$ cat config.mk
export PLATFORM = sky130hd
export DESIGN_NAME = bram_table_loader_flat
export DESIGN_NICKNAME = d
export VERILOG_FILES = /design/src/rtl/bram_table_loader_pkg.sv /design/src/rtl/bram_table_loader_if.sv /design/src/rtl/bram_rd_valid_pipe.sv /design/src/rtl/bram_table_loader.sv /design/src/flat_wrapper.sv
export SDC_FILE = /design/constraint.sdc
export NUM_CORES = 1
export LEC_CHECK = 0
export CORE_MARGIN = 2
export CORE_UTILIZATION = 28
export CTS_CLUSTER_DIAMETER = 60
export DETAILED_ROUTE_END_ITERATION = 10
export PLACE_DENSITY_LB_ADDON = 0.25
export SYNTH_ARGS = -nofsm -noshare
export SYNTH_HDL_FRONTEND = slang
export SYNTH_SLANG_ARGS = --single-unit
$ cat constraint.sdc
create_clock -name clk -period 1.5 [get_ports clk]
set_input_delay 0.225 -clock clk [delete_from_list [all_inputs] [get_ports clk]]
set_output_delay 0.225 -clock clk [all_outputs]
set_load 0.005 [all_outputs]
$ cat src/rtl/bram_table_loader_pkg.sv
// rtl/bram_table_loader_pkg.sv - shared defaults and state encoding for the S-box table loader
package bram_table_loader_pkg;

  localparam int ADDR_W_DEF = 10;
  localparam int DATA_W_DEF = 8;
  localparam int RD_LAT_DEF = 2;

  // One beat writes an even/odd byte pair, so a full table takes half its depth in beats.
  localparam int TBL_BEATS = 2 ** (ADDR_W_DEF - 1);

  typedef enum logic [1:0] {
    ST_EMPTY = 2'd0,
    ST_LOAD  = 2'd1,
    ST_READY = 2'd2
  } state_t;

endpackage

$ cat src/rtl/bram_table_loader_if.sv
// rtl/bram_table_loader_if.sv - load stream, lookup and BRAM port bundle for the table loader
interface bram_table_loader_if
  import bram_table_loader_pkg::*;
#(
  parameter int ADDR_W = ADDR_W_DEF,
  parameter int DATA_W = DATA_W_DEF
);

  // Load stream from the table-generation logic
  logic                  ld_start;
  logic                  ld_valid;
  logic [2*DATA_W-1:0]   ld_data;
  logic                  ld_ready;
  logic                  ld_done;
  logic                  tbl_ok;

  // Two-port lookup side
  logic                  rd_req;
  logic [ADDR_W-1:0]     rd_addr_a;
  logic [ADDR_W-1:0]     rd_addr_b;
  logic                  rd_gnt;
  logic                  rd_valid;
  logic [DATA_W-1:0]     rd_data_a;
  logic [DATA_W-1:0]     rd_data_b;

  // BRAM primitive ports
  logic                  EN;
  logic                  WEA;
  logic                  WEB;
  logic [ADDR_W-1:0]     ADDRA;
  logic [ADDR_W-1:0]     ADDRB;
  logic [DATA_W-1:0]     DIA;
  logic [DATA_W-1:0]     DIB;
  logic [DATA_W-1:0]     DOA;
  logic [DATA_W-1:0]     DOB;

  modport slave (
    input  ld_start, ld_valid, ld_data, rd_req, rd_addr_a, rd_addr_b, DOA, DOB,
    output ld_ready, ld_done, tbl_ok, rd_gnt, rd_valid, rd_data_a, rd_data_b,
    output EN, WEA, WEB, ADDRA, ADDRB, DIA, DIB
  );

  modport master (
    output ld_start, ld_valid, ld_data, rd_req, rd_addr_a, rd_addr_b, DOA, DOB,
    input  ld_ready, ld_done, tbl_ok, rd_gnt, rd_valid, rd_data_a, rd_data_b,
    input  EN, WEA, WEB, ADDRA, ADDRB, DIA, DIB
  );

endinterface

$ cat src/rtl/bram_rd_valid_pipe.sv
// rtl/bram_rd_valid_pipe.sv - RD_LAT-stage valid shift register matching the BRAM read latency
module bram_rd_valid_pipe
  import bram_table_loader_pkg::*;
#(
  parameter int RD_LAT = RD_LAT_DEF
) (
  input  logic clk,
  input  logic rst,
  input  logic i_vld,
  output logic o_vld
);

  logic [RD_LAT-1:0] r_pipe;

  // Shift the grant flag along so it emerges with the registered BRAM output.
  always_ff @(posedge clk) begin
    if (rst) begin
      r_pipe <= '0;
    end else begin
      r_pipe[0] <= i_vld;
      for (int i = 1; i < RD_LAT; i++) begin
        r_pipe[i] <= r_pipe[i-1];
      end
    end
  end

  assign o_vld = r_pipe[RD_LAT-1];

endmodule

$ cat src/rtl/bram_table_loader.sv
// rtl/bram_table_loader.sv - fills a dual-port S-box BRAM from a byte-pair stream, then serves lookups
module bram_table_loader
  import bram_table_loader_pkg::*;
#(
  parameter int ADDR_W = ADDR_W_DEF,
  parameter int DATA_W = DATA_W_DEF,
  parameter int RD_LAT = RD_LAT_DEF
) (
  input  logic                clk,
  input  logic                rst,
  bram_table_loader_if.slave  bus
);

  state_t              r_state;
  state_t              w_state_nxt;
  logic [ADDR_W-2:0]   r_cnt;
  logic [ADDR_W-2:0]   w_cnt_nxt;
  logic                r_tbl_ok;
  logic                w_tbl_ok_nxt;
  logic                r_ld_done;
  logic                w_ld_done_nxt;

  logic                w_ld_ready;
  logic                w_gnt;
  logic                w_we;
  logic [ADDR_W-1:0]   w_addra;
  logic [ADDR_W-1:0]   w_addrb;
  logic [DATA_W-1:0]   w_dia;
  logic [DATA_W-1:0]   w_dib;
  logic                w_rd_valid;

  // State, beat counter and status flags.
  always_ff @(posedge clk) begin
    if (rst) begin
      r_state   <= ST_EMPTY;
      r_cnt     <= '0;
      r_tbl_ok  <= 1'b0;
      r_ld_done <= 1'b0;
    end else begin
      r_state   <= w_state_nxt;
      r_cnt     <= w_cnt_nxt;
      r_tbl_ok  <= w_tbl_ok_nxt;
      r_ld_done <= w_ld_done_nxt;
    end
  end

  // Next state plus BRAM port muxing; ld_start always wins over a same-cycle final beat
  // because ld_ready is dropped while ld_start is sampled.
  always_comb begin
    w_state_nxt   = r_state;
    w_cnt_nxt     = r_cnt;
    w_tbl_ok_nxt  = r_tbl_ok;
    w_ld_done_nxt = 1'b0;
    w_ld_ready    = 1'b0;
    w_gnt         = 1'b0;
    w_we          = 1'b0;
    w_addra       = '0;
    w_addrb       = '0;
    w_dia         = '0;
    w_dib         = '0;

    case (r_state)
      ST_EMPTY: begin
        if (bus.ld_start) begin
          w_state_nxt  = ST_LOAD;
          w_cnt_nxt    = '0;
          w_tbl_ok_nxt = 1'b0;
        end
      end
      ST_LOAD: begin
        w_ld_ready = ~bus.ld_start;
        // Port A always even, port B always odd: no same-address write collision.
        w_addra    = {r_cnt, 1'b0};
        w_addrb    = {r_cnt, 1'b1};
        w_dia      = bus.ld_data[DATA_W-1:0];
        w_dib      = bus.ld_data[2*DATA_W-1:DATA_W];
        if (bus.ld_start) begin
          w_cnt_nxt = '0;
        end else if (bus.ld_valid) begin
          w_we      = 1'b1;
          w_cnt_nxt = r_cnt + 1'b1;
          if (&r_cnt) begin
            w_state_nxt   = ST_READY;
            w_tbl_ok_nxt  = 1'b1;
            w_ld_done_nxt = 1'b1;
          end
        end
      end
      ST_READY: begin
        w_gnt   = bus.rd_req;
        w_addra = bus.rd_addr_a;
        w_addrb = bus.rd_addr_b;
        if (bus.ld_start) begin
          w_state_nxt  = ST_LOAD;
          w_cnt_nxt    = '0;
          w_tbl_ok_nxt = 1'b0;
        end
      end
      default: begin
        w_state_nxt = ST_EMPTY;
      end
    endcase

    // Hold the BRAM side quiet while reset is asserted.
    if (rst) begin
      w_ld_ready = 1'b0;
      w_gnt      = 1'b0;
      w_we       = 1'b0;
      w_addra    = '0;
      w_addrb    = '0;
      w_dia      = '0;
      w_dib      = '0;
    end
  end

  bram_rd_valid_pipe #(
    .RD_LAT (RD_LAT)
  ) u_rd_valid_pipe (
    .clk   (clk),
    .rst   (rst),
    .i_vld (w_gnt),
    .o_vld (w_rd_valid)
  );

  assign bus.EN        = ~rst;
  assign bus.WEA       = w_we;
  assign bus.WEB       = w_we;
  assign bus.ADDRA     = w_addra;
  assign bus.ADDRB     = w_addrb;
  assign bus.DIA       = w_dia;
  assign bus.DIB       = w_dib;
  assign bus.ld_ready  = w_ld_ready;
  assign bus.ld_done   = r_ld_done;
  assign bus.tbl_ok    = r_tbl_ok;
  assign bus.rd_gnt    = w_gnt;
  assign bus.rd_valid  = w_rd_valid;
  assign bus.rd_data_a = bus.DOA;
  assign bus.rd_data_b = bus.DOB;

endmodule

$ cat src/flat_wrapper.sv
// flat-port wrapper written by rule: the top's interface ports become plain ports
module bram_table_loader_flat import bram_table_loader_pkg::*;
#(
  parameter int ADDR_W = ADDR_W_DEF,
  parameter int DATA_W = DATA_W_DEF,
  parameter int RD_LAT = RD_LAT_DEF
)
  (clk, rst, bus_ld_start, bus_ld_valid, bus_ld_data, bus_rd_req, bus_rd_addr_a, bus_rd_addr_b, bus_DOA, bus_DOB, bus_ld_ready, bus_ld_done, bus_tbl_ok, bus_rd_gnt, bus_rd_valid, bus_rd_data_a, bus_rd_data_b, bus_EN, bus_WEA, bus_WEB, bus_ADDRA, bus_ADDRB, bus_DIA, bus_DIB);
  bram_table_loader_if #(.ADDR_W(ADDR_W), .DATA_W(DATA_W)) bus_i ();
  input  logic clk;
  input  logic rst;
  input wire logic [$bits(bus_i.ld_start)-1:0] bus_ld_start;
  input wire logic [$bits(bus_i.ld_valid)-1:0] bus_ld_valid;
  input wire logic [$bits(bus_i.ld_data)-1:0] bus_ld_data;
  input wire logic [$bits(bus_i.rd_req)-1:0] bus_rd_req;
  input wire logic [$bits(bus_i.rd_addr_a)-1:0] bus_rd_addr_a;
  input wire logic [$bits(bus_i.rd_addr_b)-1:0] bus_rd_addr_b;
  input wire logic [$bits(bus_i.DOA)-1:0] bus_DOA;
  input wire logic [$bits(bus_i.DOB)-1:0] bus_DOB;
  output wire logic [$bits(bus_i.ld_ready)-1:0] bus_ld_ready;
  output wire logic [$bits(bus_i.ld_done)-1:0] bus_ld_done;
  output wire logic [$bits(bus_i.tbl_ok)-1:0] bus_tbl_ok;
  output wire logic [$bits(bus_i.rd_gnt)-1:0] bus_rd_gnt;
  output wire logic [$bits(bus_i.rd_valid)-1:0] bus_rd_valid;
  output wire logic [$bits(bus_i.rd_data_a)-1:0] bus_rd_data_a;
  output wire logic [$bits(bus_i.rd_data_b)-1:0] bus_rd_data_b;
  output wire logic [$bits(bus_i.EN)-1:0] bus_EN;
  output wire logic [$bits(bus_i.WEA)-1:0] bus_WEA;
  output wire logic [$bits(bus_i.WEB)-1:0] bus_WEB;
  output wire logic [$bits(bus_i.ADDRA)-1:0] bus_ADDRA;
  output wire logic [$bits(bus_i.ADDRB)-1:0] bus_ADDRB;
  output wire logic [$bits(bus_i.DIA)-1:0] bus_DIA;
  output wire logic [$bits(bus_i.DIB)-1:0] bus_DIB;
  assign bus_i.ld_start = bus_ld_start;
  assign bus_i.ld_valid = bus_ld_valid;
  assign bus_i.ld_data = bus_ld_data;
  assign bus_i.rd_req = bus_rd_req;
  assign bus_i.rd_addr_a = bus_rd_addr_a;
  assign bus_i.rd_addr_b = bus_rd_addr_b;
  assign bus_i.DOA = bus_DOA;
  assign bus_i.DOB = bus_DOB;
  assign bus_ld_ready = bus_i.ld_ready;
  assign bus_ld_done = bus_i.ld_done;
  assign bus_tbl_ok = bus_i.tbl_ok;
  assign bus_rd_gnt = bus_i.rd_gnt;
  assign bus_rd_valid = bus_i.rd_valid;
  assign bus_rd_data_a = bus_i.rd_data_a;
  assign bus_rd_data_b = bus_i.rd_data_b;
  assign bus_EN = bus_i.EN;
  assign bus_WEA = bus_i.WEA;
  assign bus_WEB = bus_i.WEB;
  assign bus_ADDRA = bus_i.ADDRA;
  assign bus_ADDRB = bus_i.ADDRB;
  assign bus_DIA = bus_i.DIA;
  assign bus_DIB = bus_i.DIB;
  bram_table_loader #(.ADDR_W(ADDR_W), .DATA_W(DATA_W), .RD_LAT(RD_LAT)) u_core (.clk(clk), .rst(rst), .bus(bus_i));
endmodule
==> results of run 1 <==
## worst max-delay path, cell delays in order (launching register included)
cell and delay, ns:
dfxtp_4 0.36, inv_4 0.08, ha_4 0.13, nor2b_4 0.19, buf_6 0.14, buf_6 0.09, and2_4 0.13, buf_6 0.09
## per-layer routing
| layer | track usage (%) | wire (um) |
|---|---|---|
| met1 | 22.4 | 2030 |
| met3 | 3.70 | 307 |
| met2 | 28.5 | 2570 |
| met4 | 7.76 | 97 |
| met5 | 0 | 0 |
## path summary, 6_finish.rpt
path	from	endpoint	cells past startpoint
worst max-delay path	u_core.r_state[1]$_SDFFE_PP0P_	bus_DIB[7]	7
worst min-delay path	u_core.u_rd_valid_pipe.r_pipe[0]$_SDFF_PP0_	u_core.u_rd_valid_pipe.r_pipe[1]$_SDFF_PP0_	1
worst min register to register	u_core.u_rd_valid_pipe.r_pipe[0]$_SDFF_PP0_	u_core.u_rd_valid_pipe.r_pipe[1]$_SDFF_PP0_	1
worst max register to register	u_core.r_cnt[3]$_SDFFE_PP0P_	u_core.r_state[1]$_SDFFE_PP0P_	8
## cell usage after synthesis, drive strengths merged
library cell	n	area, um^2
nor2b	2	12.5
or2	1	6.26
a22o	1	8.76
a211oi	2	15.0
o31ai	1	7.51
o22ai	1	20.0
o21ai	1	5.00
a21oi	28	140
o2111ai	1	8.76
ha	7	87.6
buf	19	150
nor2	11	48.8
dfxtp	15	300
nor3b	1	7.51
mux2i	1	10.0
a22oi	2	15.0
and2	18	113
inv	4	15.0
nor3	6	30.0
clkbuf	6	22.5
and3	9	56.3
a31oi	2	12.5
nand2	32	120
nand4	1	6.26
nand3	4	20.0
nand3b	3	22.5
## cell families after synthesis
| group | after synthesis |
|---|---|
| fa+ha+maj | 7 |
| simple gates | 88 |
| mux | 1 |
| flops | 15 |
| compound gates | 39 |
| buf+inv | 29 |
## cell type report
type                       instances  area (um^2)
inverter                           4         20.0
clock buffer                       4         45.0
sequential                        15          314
multi-input combinational        136         1090
fill                             354         1570
tap                               52         65.1
timing repair buffer             132         1240
## state kept, by name (all words and copies together), names as in the netlist
register and cells:
u_core.r_cnt 9, u_core.r_state 2, u_core.u_rd_valid_pipe.r_pipe 2, u_core.bus.ld_done 1
u_core.bus.tbl_ok 1
## stage by stage
step | total power, uW | utilization [%]
after global routing | 1530 | 63.9
after global placement | 859 | 51.9
after detailed placement | 861 | 51.9
after floorplan | 648 | -
final | 1460 | 63.9
after CTS | 1300 | 56.0
## power groups by stage
stage / clock, uW / sequential [uW] / combinational [uW]
2_1_floorplan: 0 / 421 / 227
3_3_place_gp: 0 / 421 / 439
3_5_place_dp: 0 / 421 / 440
4_1_cts: 356 / 413 / 535
5_1_grt: 369 / 418 / 741
6_report: 349 / 417 / 696
## what timing repair did
| action | CTS | global route |
|---|---|---|
| setup buffers | 16 | 3 |
| pin swaps | 25 | 7 |
| resized for setup | 202 | 65 |
| gates cloned | 1 | 4 |
| endpoints found under the setup margin | 53 | 52 |
==> results.md, run 1 <==
- Status: complete, but fails checks
- Failing checks: negative setup slack
- Num CTS Buffers: 3
- Startpoint Class: flop
- Clock Pin Slew Worst Setup and Hold Paths: 0.06 ns
- Static leakage: 0.00114 uW
- RSZ-0062 raised after global routing: yes
- Inst Count DP: 316
- Mapped Avg Cell Area: 7.05 um^2
- Nets: 356
- Setup_tns: -6.54 ns
- Fin crit share: 112%
- Slew margin rel.: 77.5%
- Worst VDD drop: 369 uV
- Synth Area in Simple Gates: 35.1%
- Power share of the clock group: 23.9%
- F_max: 595 MHz
- Largest family of logic cells by synthesized area: simple AND/OR/NAND/NOR gates
- Post-route ant nets: 0
- Min-Delay Path Class: reg -> reg
- DRC errors left: 0
- Synth Area in Compound Gates: 18.5%
- DRT iter0 DRCs: 93
- Number of port buffers: 84
- Cells after Synth: 179
- DIE AREA: 5060 um^2
- Comb pwr share: 47.6%
- Mapped cell area: 1260 um^2
- CTS tree: built
- Share of layout cells above drive strength 1: 57.4%
- Sequential-to-total area share from yosys stat: 23.8%
- Final WS setup: -0.181 ns
- Max Cap Viol: 0
- Final Instance Count excl. Fillers: 343
- Routability Congestion: 0.820
- Post-Synth XOR/XNOR Area: 0%
- Skew-Pair Late Insertion Delay: 0.26 ns
- Initial DRT Pass Iterations: 4
- Gr ovfl total: 0
- Post-Synth Adder-Cell Area: 6.94%
- Initial Util: 29.0%
- Synthesis-to-layout area growth: 121%
- Placed cell areas: 2260 um^2
- Ys Warns: 0
- Initial antenna violation count: 0
- Pwr Density: 526 nW/um^2
- Mapped Nets: 243
- DR vias: 1677
- Vias in the first global route: 1567
- Setup CP Type: reg -> out
- Pin count of the biggest net entering global routing: 20
- Core ar.: 4350 um^2
- Root Driver: clkbuf_8
- Least-Margin Pin Slew: 0.334 ns
- Most frequent cells in the layout: clkdlybuf4s50_1, buf_6, buf_4
- Switching Power: 460 uW
- Skew final: 0.00605 ns
- Crit path DAT: 1.46 ns
- Minimum clock period: 1.68 ns
- FF+latch count, synth: 15
- CTS sink cnt: 15
- Die width: 71.1 um
- Num rows: 24
- P_int: 1000 uW
- Critical Path RT: 1.27 ns
- H-tree depth: 1
- Post-DP HPWL: 3.20 mm
- All-layer global routing usage: 17.5%
- Multiplexer share of the synthesized area: 0.794%
- Die height: 71.1 um
- Setup slack, reg-to-reg: -0.17 ns
- Crit path max fanout: 5
- Wire per inst: 14.6 um
- Final Hold Vio Count: 0
- DRT Wirelength: 5.01 mm
- Final instance area: 2780 um^2
- First-pass GRT wire length: 7.20 mm
- IO Count: 117
- Synth unique cells: 28
- Commonest non-fill, non-tap cell in the layout: clkdlybuf4s50_1
- Max-slew violations: 0
- Vias per cell: 4.89
- Finish-stage setup viols: 52
- Flop pwr share: 28.5%
- Final hold slack: 0.448 ns
- Clock Path Buffers: 2
- # diodes: 0
- Switching Share: 31.5%
- Post-CTS Hold Fix Bufs: 0
- DP Worst Slack: -0.469 ns
- Crit end category: output port
Note: power is estimated with default switching activity, not from simulation.
==> run 2: changes to the inputs <==
--- a/config.mk
+++ b/config.mk
@@ -8,6 +8,7 @@
 export CORE_MARGIN = 2
 export CORE_UTILIZATION = 28
 export CTS_CLUSTER_DIAMETER = 60
+export CTS_CLUSTER_SIZE = 16
 export DETAILED_ROUTE_END_ITERATION = 10
 export PLACE_DENSITY_LB_ADDON = 0.25
 export SYNTH_ARGS = -nofsm -noshare
==> results of run 2 <==
Same layout as run 1: the final DEF is identical, and so are final timing and power.
